### config.mk
export PLATFORM = sky130hd
export DESIGN_NAME = pipe_hazard_ctrl_flat
export DESIGN_NICKNAME = d
export VERILOG_FILES = /design/src/rtl/pipe_ctrl_pkg.sv /design/src/rtl/pipe_hazard_ctrl_if.sv /design/src/rtl/hazard_cmp.sv /design/src/rtl/pipe_hazard_ctrl.sv /design/src/flat_wrapper.sv
export SDC_FILE = /design/constraint.sdc
export NUM_CORES = 1
export LEC_CHECK = 0
export BUFFER_PORTS_ARGS = -buffer_cell sky130_fd_sc_hd__buf_2
export CAP_MARGIN = 20
export CORE_MARGIN = 2
export CORE_UTILIZATION = 46
export DETAILED_ROUTE_END_ITERATION = 6
export HOLD_SLACK_MARGIN = 0.03
export PLACE_DENSITY_LB_ADDON = 0.2
export SLEW_MARGIN = 20
export SYNTH_ARGS = -nofsm -noshare
export SYNTH_HDL_FRONTEND = slang
export SYNTH_HIERARCHICAL = 1
export SYNTH_SLANG_ARGS = --single-unit
export TNS_END_PERCENT = 5
### constraint.sdc
create_clock -name clk -period 2.4 [get_ports clk]
set_clock_uncertainty 0.2 [all_clocks]
set_input_delay 0.36 -clock clk [delete_from_list [all_inputs] [get_ports clk]]
set_output_delay 0.36 -clock clk [all_outputs]
set_load 0.05 [all_outputs]
### src/rtl/pipe_ctrl_pkg.sv
// rtl/pipe_ctrl_pkg.sv - shared types and constants for the pipeline hazard controller
package pipe_ctrl_pkg;

    // Architectural register-specifier width (16 registers, r0 reads as zero)
    localparam int REG_W_DEF = 4;

    // Instruction word that flush/bubble consumers load in place of a real instruction
    localparam logic [15:0] NOP_INSTR = 16'h0000;

    typedef enum logic [1:0] {
        ST_RUN    = 2'd0,
        ST_MULDIV = 2'd1,
        ST_HALTED = 2'd2
    } ctrl_state_t;

endpackage

### src/rtl/pipe_hazard_ctrl_if.sv
// rtl/pipe_hazard_ctrl_if.sv - ID/EX status inputs and PC/pipeline-register controls (PIPE_HAZARD_PERF_EN adds stall_cycles)
interface pipe_hazard_ctrl_if #(
    parameter int REG_W = pipe_ctrl_pkg::REG_W_DEF
);
    logic [REG_W-1:0] id_rs;
    logic [REG_W-1:0] id_rt;
    logic             id_uses_rs;
    logic             id_uses_rt;
    logic             id_is_muldiv;
    logic             id_is_halt;
    logic             ex_mem_read;
    logic [REG_W-1:0] ex_rd;
    logic             ex_branch_taken;
    logic             resume;

    logic             stop_pc;
    logic             halt;
    logic             ifid_write;
    logic             ifid_flush;
    logic             idex_bubble;
    logic             ex_hold;
`ifdef PIPE_HAZARD_PERF_EN
    logic [15:0]      stall_cycles;
`endif

    modport master (
        output id_rs, id_rt, id_uses_rs, id_uses_rt, id_is_muldiv, id_is_halt,
        output ex_mem_read, ex_rd, ex_branch_taken, resume,
`ifdef PIPE_HAZARD_PERF_EN
        input  stall_cycles,
`endif
        input  stop_pc, halt, ifid_write, ifid_flush, idex_bubble, ex_hold
    );

    modport slave (
        input  id_rs, id_rt, id_uses_rs, id_uses_rt, id_is_muldiv, id_is_halt,
        input  ex_mem_read, ex_rd, ex_branch_taken, resume,
`ifdef PIPE_HAZARD_PERF_EN
        output stall_cycles,
`endif
        output stop_pc, halt, ifid_write, ifid_flush, idex_bubble, ex_hold
    );

endinterface

### src/rtl/hazard_cmp.sv
// rtl/hazard_cmp.sv - combinational load-use hazard detector with r0 exclusion
module hazard_cmp #(
    parameter int REG_W = pipe_ctrl_pkg::REG_W_DEF
) (
    input  logic             mem_read,
    input  logic [REG_W-1:0] rd,
    input  logic [REG_W-1:0] rs,
    input  logic [REG_W-1:0] rt,
    input  logic             uses_rs,
    input  logic             uses_rt,
    output logic             hazard
);

    // A load into r0 produces nothing a consumer could depend on
    always_comb begin
        hazard = mem_read && (rd != '0) &&
                 ((uses_rs && (rs == rd)) || (uses_rt && (rt == rd)));
    end

endmodule

### src/rtl/pipe_hazard_ctrl.sv
// rtl/pipe_hazard_ctrl.sv - stall/flush sequencer for the 5-stage pipeline (optional PIPE_HAZARD_PERF_EN stall counter)
module pipe_hazard_ctrl
    import pipe_ctrl_pkg::*;
#(
    parameter int REG_W         = REG_W_DEF,
    parameter int MULDIV_CYCLES = 4
) (
    input  logic               clk,
    input  logic               rst,
    pipe_hazard_ctrl_if.slave  bus
);

    ctrl_state_t state, next_state;
    logic [3:0]  cnt, next_cnt;
    logic        load_use;

    hazard_cmp #(.REG_W(REG_W)) u_hazard_cmp (
        .mem_read (bus.ex_mem_read),
        .rd       (bus.ex_rd),
        .rs       (bus.id_rs),
        .rt       (bus.id_rt),
        .uses_rs  (bus.id_uses_rs),
        .uses_rt  (bus.id_uses_rt),
        .hazard   (load_use)
    );

    // State and mul/div countdown register
    always_ff @(posedge clk) begin
        if (rst) begin
            state <= ST_RUN;
            cnt   <= 4'd0;
        end else begin
            state <= next_state;
            cnt   <= next_cnt;
        end
    end

    // Next-state and control outputs; RUN resolves events by fixed priority
    always_comb begin
        next_state      = state;
        next_cnt        = cnt;
        bus.stop_pc     = 1'b0;
        bus.halt        = 1'b0;
        bus.ifid_write  = 1'b1;
        bus.ifid_flush  = 1'b0;
        bus.idex_bubble = 1'b0;
        bus.ex_hold     = 1'b0;
        if (!rst) begin
            case (state)
                ST_RUN: begin
                    if (bus.ex_branch_taken) begin
                        // Instruction in ID is squashed, so its halt/muldiv flags do not matter
                        bus.ifid_flush  = 1'b1;
                        bus.idex_bubble = 1'b1;
                    end else if (load_use) begin
                        bus.stop_pc     = 1'b1;
                        bus.ifid_write  = 1'b0;
                        bus.idex_bubble = 1'b1;
                    end else if (bus.id_is_halt) begin
                        bus.stop_pc     = 1'b1;
                        bus.ifid_write  = 1'b0;
                        bus.idex_bubble = 1'b1;
                        next_state      = ST_HALTED;
                    end else if (bus.id_is_muldiv) begin
                        // The mul/div itself advances to EX this cycle; holding starts next cycle
                        next_state = ST_MULDIV;
                        next_cnt   = 4'(MULDIV_CYCLES - 1);
                    end
                end
                ST_MULDIV: begin
                    bus.ex_hold    = 1'b1;
                    bus.stop_pc    = 1'b1;
                    bus.ifid_write = 1'b0;
                    next_cnt       = cnt - 4'd1;
                    if (cnt == 4'd1) begin
                        next_state = ST_RUN;
                    end
                end
                ST_HALTED: begin
                    bus.halt        = 1'b1;
                    bus.stop_pc     = 1'b1;
                    bus.ifid_write  = 1'b0;
                    bus.idex_bubble = 1'b1;
                    if (bus.resume) begin
                        next_state = ST_RUN;
                    end
                end
                default: begin
                    next_state = ST_RUN;
                end
            endcase
        end
    end

`ifdef PIPE_HAZARD_PERF_EN
    logic [15:0] stall_cnt;

    // Saturating count of PC-stall cycles; branch flushes never raise stop_pc
    always_ff @(posedge clk) begin
        if (rst) begin
            stall_cnt <= 16'd0;
        end else if (bus.stop_pc && (stall_cnt != 16'hFFFF)) begin
            stall_cnt <= stall_cnt + 16'd1;
        end
    end

    assign bus.stall_cycles = stall_cnt;
`endif

endmodule

### src/flat_wrapper.sv
// flat-port wrapper written by rule: the top's interface ports become plain ports
module pipe_hazard_ctrl_flat import pipe_ctrl_pkg::*;
#(
    parameter int REG_W         = REG_W_DEF,
    parameter int MULDIV_CYCLES = 4
)
  (clk, rst, bus_id_rs, bus_id_rt, bus_id_uses_rs, bus_id_uses_rt, bus_id_is_muldiv, bus_id_is_halt, bus_ex_mem_read, bus_ex_rd, bus_ex_branch_taken, bus_resume, bus_stop_pc, bus_halt, bus_ifid_write, bus_ifid_flush, bus_idex_bubble, bus_ex_hold);
  pipe_hazard_ctrl_if #(.REG_W(REG_W)) bus_i ();
  input  logic clk;
  input  logic rst;
  input wire logic [$bits(bus_i.id_rs)-1:0] bus_id_rs;
  input wire logic [$bits(bus_i.id_rt)-1:0] bus_id_rt;
  input wire logic [$bits(bus_i.id_uses_rs)-1:0] bus_id_uses_rs;
  input wire logic [$bits(bus_i.id_uses_rt)-1:0] bus_id_uses_rt;
  input wire logic [$bits(bus_i.id_is_muldiv)-1:0] bus_id_is_muldiv;
  input wire logic [$bits(bus_i.id_is_halt)-1:0] bus_id_is_halt;
  input wire logic [$bits(bus_i.ex_mem_read)-1:0] bus_ex_mem_read;
  input wire logic [$bits(bus_i.ex_rd)-1:0] bus_ex_rd;
  input wire logic [$bits(bus_i.ex_branch_taken)-1:0] bus_ex_branch_taken;
  input wire logic [$bits(bus_i.resume)-1:0] bus_resume;
  output wire logic [$bits(bus_i.stop_pc)-1:0] bus_stop_pc;
  output wire logic [$bits(bus_i.halt)-1:0] bus_halt;
  output wire logic [$bits(bus_i.ifid_write)-1:0] bus_ifid_write;
  output wire logic [$bits(bus_i.ifid_flush)-1:0] bus_ifid_flush;
  output wire logic [$bits(bus_i.idex_bubble)-1:0] bus_idex_bubble;
  output wire logic [$bits(bus_i.ex_hold)-1:0] bus_ex_hold;
  assign bus_i.id_rs = bus_id_rs;
  assign bus_i.id_rt = bus_id_rt;
  assign bus_i.id_uses_rs = bus_id_uses_rs;
  assign bus_i.id_uses_rt = bus_id_uses_rt;
  assign bus_i.id_is_muldiv = bus_id_is_muldiv;
  assign bus_i.id_is_halt = bus_id_is_halt;
  assign bus_i.ex_mem_read = bus_ex_mem_read;
  assign bus_i.ex_rd = bus_ex_rd;
  assign bus_i.ex_branch_taken = bus_ex_branch_taken;
  assign bus_i.resume = bus_resume;
  assign bus_stop_pc = bus_i.stop_pc;
  assign bus_halt = bus_i.halt;
  assign bus_ifid_write = bus_i.ifid_write;
  assign bus_ifid_flush = bus_i.ifid_flush;
  assign bus_idex_bubble = bus_i.idex_bubble;
  assign bus_ex_hold = bus_i.ex_hold;
  pipe_hazard_ctrl #(.REG_W(REG_W), .MULDIV_CYCLES(MULDIV_CYCLES)) u_core (.clk(clk), .rst(rst), .bus(bus_i));
endmodule
==> results of run 1 <==
[power groups by stage]
stage                     Combinational [mW]  Sequential (mW)  Clock (mW)
final                                  0.324            0.127      0.0926
after floorplan                        0.237            0.126           0
after global placement                 0.295            0.128           0
after CTS                              0.308            0.127      0.0955
after global routing                   0.353            0.129       0.104
after detailed placement               0.300            0.129           0
[logic make-up after synthesis]
kind of cell | after synthesis | share of synthesized area [%]
XOR/XNOR | 8 | 10.8
flip-flops | 6 | 18.5
multiplexers | 1 | 1.54
buffers and inverters | 6 | 4.63
adder cells (fa/ha/maj) | 8 | 15.4
AND/OR/NAND/NOR | 30 | 27.4
AO/OA/AOI/OAI | 15 | 21.6
[cell type report]
| cell class | count | area [um^2] |
|---|---|---|
| repair buffers | 28 | 191 |
| well taps | 15 | 18.8 |
| clock buffers | 3 | 22.5 |
| fillers | 112 | 399 |
| inverters | 5 | 18.8 |
| flip-flops and latches | 6 | 120 |
| multi-input cells | 62 | 531 |
[cells in the final DEF, fill, tap and decap left out, drive strengths merged]
master / count
buf: 28
ha: 8
dfxtp: 6
xor2: 6
inv: 5
nor2b: 4
nor2: 4
nand2: 4
a21oi: 4
nor3: 4
clkbuf: 3
or3: 2
and2: 2
a211oi: 2
o21ai: 2
o31ai: 2
xnor2: 2
nand3: 2
a31o: 1
mux2i: 1
or2: 1
nand2b: 1
a22oi: 1
o2111ai: 1
nand4bb: 1
or3b: 1
nor3b: 1
a221oi: 1
nand4b: 1
nand4: 1
and2b: 1
o41ai: 1
[routing by layer]
| layer | up-vias | track usage, % | wire (um) |
|---|---|---|---|
| li1 | 324 | - | - |
| met1 | 288 | 18.4 | 556 |
| met2 | 18 | 31.3 | 830 |
| met3 | 0 | 9.13 | 115 |
| met4 | 0 | 0 | 0 |
| met5 | - | 0 | 0 |
[registers in the layout (all words and copies together), names as in the netlist]
name and cells:
u_core/cnt 4, u_core/state 2
[stage by stage]
stage          cells  TNS [ns]  area [um^2]  utilization [%]  power, mW
2_1_floorplan     74         0          659                -      0.363
3_3_place_gp     116   -0.0298          812             62.4      0.423
3_5_place_dp     116   -0.0884          812             62.4      0.429
4_1_cts          119         0          851             65.4      0.530
5_1_grt          119    -0.209          902             69.3      0.586
6_report         119         0          902             69.3      0.544
[path summary, 6_finish.rpt]
| check | startpoint | end | slack, ns |
|---|---|---|---|
| worst max-delay path | bus_ex_rd[1] | bus_idex_bubble | 0.02 |
| worst min register to register | u_core/cnt[2] | u_core/cnt[2] | 0.31 |
| worst min-delay path | bus_id_is_halt | u_core/state[1] | 0.24 |
| worst max register to register | u_core/state[0] | u_core/cnt[2] | 0.36 |
[tightest hold or removal path: stages]
cell	delay, ns
sky130_fd_sc_hd__buf_2	0.13
sky130_fd_sc_hd__nand4_1	0.07
sky130_fd_sc_hd__o31ai_1	0.06
[what timing repair did]
item,CTS,global route
pin swaps,0,9
setup endpoints to repair,2,4
gates resized for setup,4,14
==> impl_results.md, run 1 <==
- Routed wire per std cell: 12.6 um
- Starting density of the core: approximately 50%
- Pin count of the biggest net entering global routing: 12
- GPL Wtd Cong: 0.833
- Clock slew at reported path FFs: 0.04 ns
- Actual slew at the worst max-slew pin: 0.344 ns
- Number of diodes added for antenna fixing: 0
- Sequential group share of total power: 23.3%
- Setup CP Type: in2out
- Maximum clock rate: ~0.42 GHz
- Post-DP HPWL: 1.12 mm
- Placement row count: 13
- Count of warnings emitted by yosys: 6
- Setup slack after layout: 0.0245 ns
- Seq cells post-synth: 6
- R2R cell count: 6
- Largest stage delay on the critical path: 0.34 ns
- Post-DR vias/cell: around 5.3
- Net Sw Power: 239 uW
- Combined buffer and inverter count along the critical path: 3
- Unrepaired setup endpoints after global routing: yes
- CP max stage cell: sky130_fd_sc_hd__o41ai_2
- Startpoint class of the critical path: primary input
- Area leader, netlist: sky130_fd_sc_hd__dfxtp_1
- Clock insertion delay at the later pin of the skew report: 0.24 ns
- Via count: between 600 and 700
- Ratio of total power to cell area: 603 nW/um^2
- Die area: 1730 um^2
- Final worst hold slack: 0.235 ns
- Num Clock Sinks: 6
- Worst setup EP type: output pin
- Post-Synthesis Cells: between 70 and 80
- Logic depth of the worst setup path including buffers: 7
- Worst-case clock buffer depth: 2
- Post-CTS Repair Setup Buffers: 0
- Quantity of I/O buffers inserted on ports: 26
- Top post-synthesis cells by count: sky130_fd_sc_hd__ha_1, sky130_fd_sc_hd__dfxtp_1, sky130_fd_sc_hd__xor2_1, sky130_fd_sc_hd__inv_1
- Number of global-route vias before repair: around 600
- GR Util All Layers: 17.1%
- Cell Chain, Critical Path: buf_4, o41ai_2, a21oi_2, buf_4, or3_1, a31o_2, buf_4
- Wire length of the first global-routing pass: 2.33 mm
- Minimum setup slack after placement: -0.0627 ns
- Area of the core: 1300 um^2
- Area of the mapped netlist: 648 um^2
- DR iter-0 viols: 2
- Most common flop cell mapped by yosys: sky130_fd_sc_hd__dfxtp_1
- Layout cells sized above 1: 39.4%
- Sum of overflow across all layers after global routing: 0
- Worst IR Drop VDD: 0.443 mV
- TritonCTS Buffers: 3
- Sequential area share after synthesis: 18.5%
- Portion of total power attributed to the clock network: 17.0%
- Number of enable-type register cells in the synthesized netlist: 0
- Antenna viol nets, final: 0
- CTS tree: done
- Final setup violation count: 0
- Area growth syn-to-layout: 39.2%
- Width of the chip: between 40 and 50 um
- Initial antenna violation count: 0
- CTS H-Tree Depth: 1
- Total of hold buffers inserted after clock tree synthesis: 0
- Reported leakage power: 0.397 nW
- Top area cells in the synthesized netlist: sky130_fd_sc_hd__dfxtp_1, sky130_fd_sc_hd__ha_1, sky130_fd_sc_hd__xor2_1
- Top cell type's share of synthesized area: 18.5%
- HP Class: in2reg
- Root buffer cell: sky130_fd_sc_hd__clkbuf_4
- Max-cap violations: 0
- Minimum period implied by the final worst setup slack: 2.38 ns
- Number of cells traversed by the worst hold path: 3
- First-pass DRT Iterations: 2
- Final hold vios: 0
- Max Transition Viols Final: 0
- Height of the die: 41.5 um
- Crit share post-route: just under 100%
- Post-Synthesis Net Count: 103
- Top cell by count, worst path: sky130_fd_sc_hd__buf_4
- Arrival time at the worst endpoint: 1.82 ns
- Internal power: 305 uW
- Outcome: complete, no violations
- I/O Pins: 27
- Total Wirelength: about 1.5 mm
- Distinct cell type count of the synthesized netlist: 31
- Fraction of power spent switching nets: 44.0%
- Mean post-synth cell area: slightly below 9 um^2
- Tightest slew margin relative to the limit: 77.1%
- Worst-path maximum fanout: 3
- Post-route DRC violation count: 0
- Required arrival time at the worst endpoint: 1.84 ns
- Combinational fraction of design power: between 50% and 60%
- FFs w/ async S/R, synth: 0%
- Cell family with most CP delay: compound AO/OA/AOI/OAI gates
- Fin nets: 135
- Cell with the most instances after synthesis: sky130_fd_sc_hd__ha_1
No activity file was read; power rests on OpenSTA's default activity.
==> inputs of run 2 (changes only) <==
ABC_AREA = 1   (was default)
CORE_UTILIZATION = 48   (was 46)
==> run 2 against run 1 <==
  * Die area up 6.6%
  * Sequential power up 29%
  * Critical path type unchanged
  * Count of clock-buffer cells in the layout unchanged
  * Via count grew 31%
  * Synthesized cell count is 69% higher
  * Global-route usage grew 2.6 points
  * Largest power group unchanged
  * Critical endpoint is now bus_stop_pc
==> impl_results.md, run 2 <==
- Num Clock Sinks: 6
- Worst-path maximum fanout: 3
- Number of enable-type register cells in the synthesized netlist: 0
- R2R cell count: 10
- CTS tree: done
- Most common flop cell mapped by yosys: sky130_fd_sc_hd__dfxtp_1
- Root buffer cell: sky130_fd_sc_hd__clkbuf_4
- Leading registers by flop count: u_core/cnt (4), u_core/state (2)
- Max FFs per register: 4
- Number of cells traversed by the worst hold path: 2
- CTS H-Tree Depth: 1
- Highest-count cells in the layout ignoring fill and taps: sky130_fd_sc_hd__nand2_1, sky130_fd_sc_hd__buf_2, sky130_fd_sc_hd__inv_1
- Sequential area share after synthesis: 16.6%
- Total of hold buffers inserted after clock tree synthesis: 0
- Post-route cell area: 893 um^2
- HP Class: in2reg
- Largest family of logic cells by synthesized area: simple AND/OR/NAND/NOR gates
- Final setup violation count: 0
- Tightest slew margin relative to the limit: 83.6%
- Total Wirelength: ~1.6 mm
- Most frequent standard cell in the layout excluding fill and tap cells: sky130_fd_sc_hd__nand2_1
- Quantity of I/O buffers inserted on ports: 26
- Post-Synthesis Cells: approximately 130
- GPL Wtd Cong: 0.880
- Pin count of the biggest net entering global routing: 10
- Arrival time at the worst endpoint: 1.61 ns
- Placed cell area: 871 um^2
- Register area: 120 um^2
- TritonCTS Buffers: 3
- Starting density of the core: 49.9%
- Sum of overflow across all layers after global routing: 0
- Area growth syn-to-layout: 23.1%
- Setup CP Type: in2out
- Top cell type's share of synthesized area: 16.6%
- Number of inserted filler cells in the final layout: 156
- Sequential group share of total power: approximately a fifth
- Post-Synthesis Net Count: 154
- Complex-gate fraction of the synthesized area: 10.7%
- Crit share post-route: 90.3%
- Die area: 1840 um^2
- Layout cells sized above 1: 30.1%
- Post-synthesis adder-cell area fraction: between 10% and 20%
- Fin Setup TNS: 0 ns
- Actual slew at the worst max-slew pin: 0.244 ns
- Worst-case clock buffer depth: 2
- Required arrival time at the worst endpoint: 1.84 ns
- Number of global-route vias before repair: between 700 and 800
- Combinational fraction of design power: between 70% and 80%
- DR iter-0 viols: 11
- Net Sw Power: 481 uW
- Post-CTS Repair Setup Buffers: 0
- Area leader, netlist: sky130_fd_sc_hd__dfxtp_1
- Final hold vios: 0
- GR Util All Layers: 19.7%
- Resized cells post-CTS: 0
- Area of the mapped netlist: 726 um^2
- Clock slew at reported path FFs: 0.05 ns
- Ratio of total power to cell area: 970 nW/um^2
- Footprint of the multi-input gates: 510 um^2
- Maximum clock rate: roughly 0.46 GHz
- Fraction of power spent switching nets: a little under three fifths
- Synth Area in XOR/XNOR: under 10%
- Minimum period implied by the final worst setup slack: roughly 2.2 ns
- Post-synthesis mux area share: 0%
- Startpoint class of the critical path: primary input
- Outcome: complete, no violations
- Width of the chip: 42.9 um
- I/O Pins: 27
- Clock insertion delay at the later pin of the skew report: ~0.24 ns
- Post-DP HPWL: 1.31 mm
- Top area cells in the synthesized netlist: sky130_fd_sc_hd__dfxtp_1, sky130_fd_sc_hd__nand2_1, sky130_fd_sc_hd__ha_1
- Seq cells post-synth: 6
- Most flops, register: u_core/cnt
- Routed wire per std cell: between 9 and 10 um
- Top post-synthesis cells by count: sky130_fd_sc_hd__nand2_1, sky130_fd_sc_hd__inv_1, sky130_fd_sc_hd__nor2_1, sky130_fd_sc_hd__nand3_1, sky130_fd_sc_hd__ha_1
- First-pass DRT Iterations: 4
- Count of warnings emitted by yosys: 6
- Initial antenna violation count: 0
- Via count: 828
- Mean post-synth cell area: 5.81 um^2
- Antenna viol nets, final: 0
- Height of the die: 42.9 um
- Cell with the most instances after synthesis: sky130_fd_sc_hd__nand2_1
- Worst setup EP type: output pin
- Number of diodes added for antenna fixing: 0
- Reported leakage power: 0.523 nW
- Distinct cell type count of the synthesized netlist: 19
- Post-route DRC violation count: 0
- Wire length of the first global-routing pass: 2.88 mm
- Fin nets: ~180
- Internal power: around 390 uW
- Area of the core: 1450 um^2
- Max-cap violations: 0
- Basic-gate share of the synthesized area counting and, or, nand and nor cells: 43.4%
- Placement row count: 14
- Portion of total power attributed to the clock network: 10.8%
- Max Transition Viols Final: 0
- Unrepaired setup endpoints after global routing: no
- Post-DR vias/cell: 4.90
- FFs w/ async S/R, synth: 0%
- Worst IR Drop VDD: roughly 0.6 mV
[run 2: logic make-up (layout without fill, tap and decap cells)]
logic type,after synthesis,count (layout)
buffers and inverters,25,53
DFF,6,6
adders and majority gates,8,8
and+or+nand+nor,70,70
AOI/OAI and AO/OA,14,14
xor gates and xnor gates,2,2
[run 2: area by class of cell]
cell class | count | share of cell area (%)
Multi-Input combinational cell | 94 | 57.1
Timing Repair Buffer | 26 | 14.6
Sequential cell | 6 | 13.4
Inverter | 24 | 10.1
Clock buffer | 3 | 2.52
Tap cell | 16 | 2.24
[run 2: power groups by stage]
stage | logic [mW] | clock network (mW) | registers (mW)
floorplan | 0.492 | 0 | 0.159
finish | 0.609 | 0.0933 | 0.164
global route | 0.688 | 0.101 | 0.171
CTS | 0.611 | 0.0988 | 0.164
detailed placement | 0.608 | 0 | 0.166
global placement | 0.598 | 0 | 0.165
[run 2: final timing paths]
check,start,slack [ns],to
setup / recovery,bus_ex_rd[3],0.23,bus_stop_pc
hold / removal,rst,0.21,u_core/cnt[3]
setup reg to reg,u_core/state[0],0.69,u_core/cnt[3]
hold reg to reg,u_core/state[1],0.35,u_core/state[1]
[run 2: stage by stage]
step / util, % / power (mW) / setup WS (ns) / std cells / hold WS (ns)
global route: 61.4 / 0.960 / 0.0978 / 169 / 0.224
detailed placement: 59.9 / 0.774 / 0.224 / 166 / 0.341
finish: 61.4 / 0.866 / 0.232 / 169 / 0.205
floorplan: - / 0.651 / 0.160 / 125 / 0.303
CTS: 61.4 / 0.874 / 0.217 / 169 / 0.198
global placement: 59.9 / 0.763 / 0.268 / 166 / 0.333
[run 2: worst max-delay path: stages]
cell	delay (ns)
sky130_fd_sc_hd__buf_2	0.11
sky130_fd_sc_hd__inv_2	0.05
sky130_fd_sc_hd__nand2_2	0.05
sky130_fd_sc_hd__nand2_2	0.05
sky130_fd_sc_hd__nor2_2	0.08
sky130_fd_sc_hd__nand3_1	0.10
sky130_fd_sc_hd__a21oi_2	0.19
sky130_fd_sc_hd__o21bai_1	0.09
sky130_fd_sc_hd__nor2_1	0.09
sky130_fd_sc_hd__o21ai_0	0.08
sky130_fd_sc_hd__nor2_1	0.09
sky130_fd_sc_hd__buf_2	0.26
[run 2: metal layers]
metal / share of wire (%) / GRT usage (%) / up-vias
li1: - / - / 438
met1: 44 / 23.4 / 364
met2: 50 / 34.2 / 24
met3: 4.4 / 3.40 / 2
met4: 0.90 / 8.13 / 0
met5: 0 / 0 / -
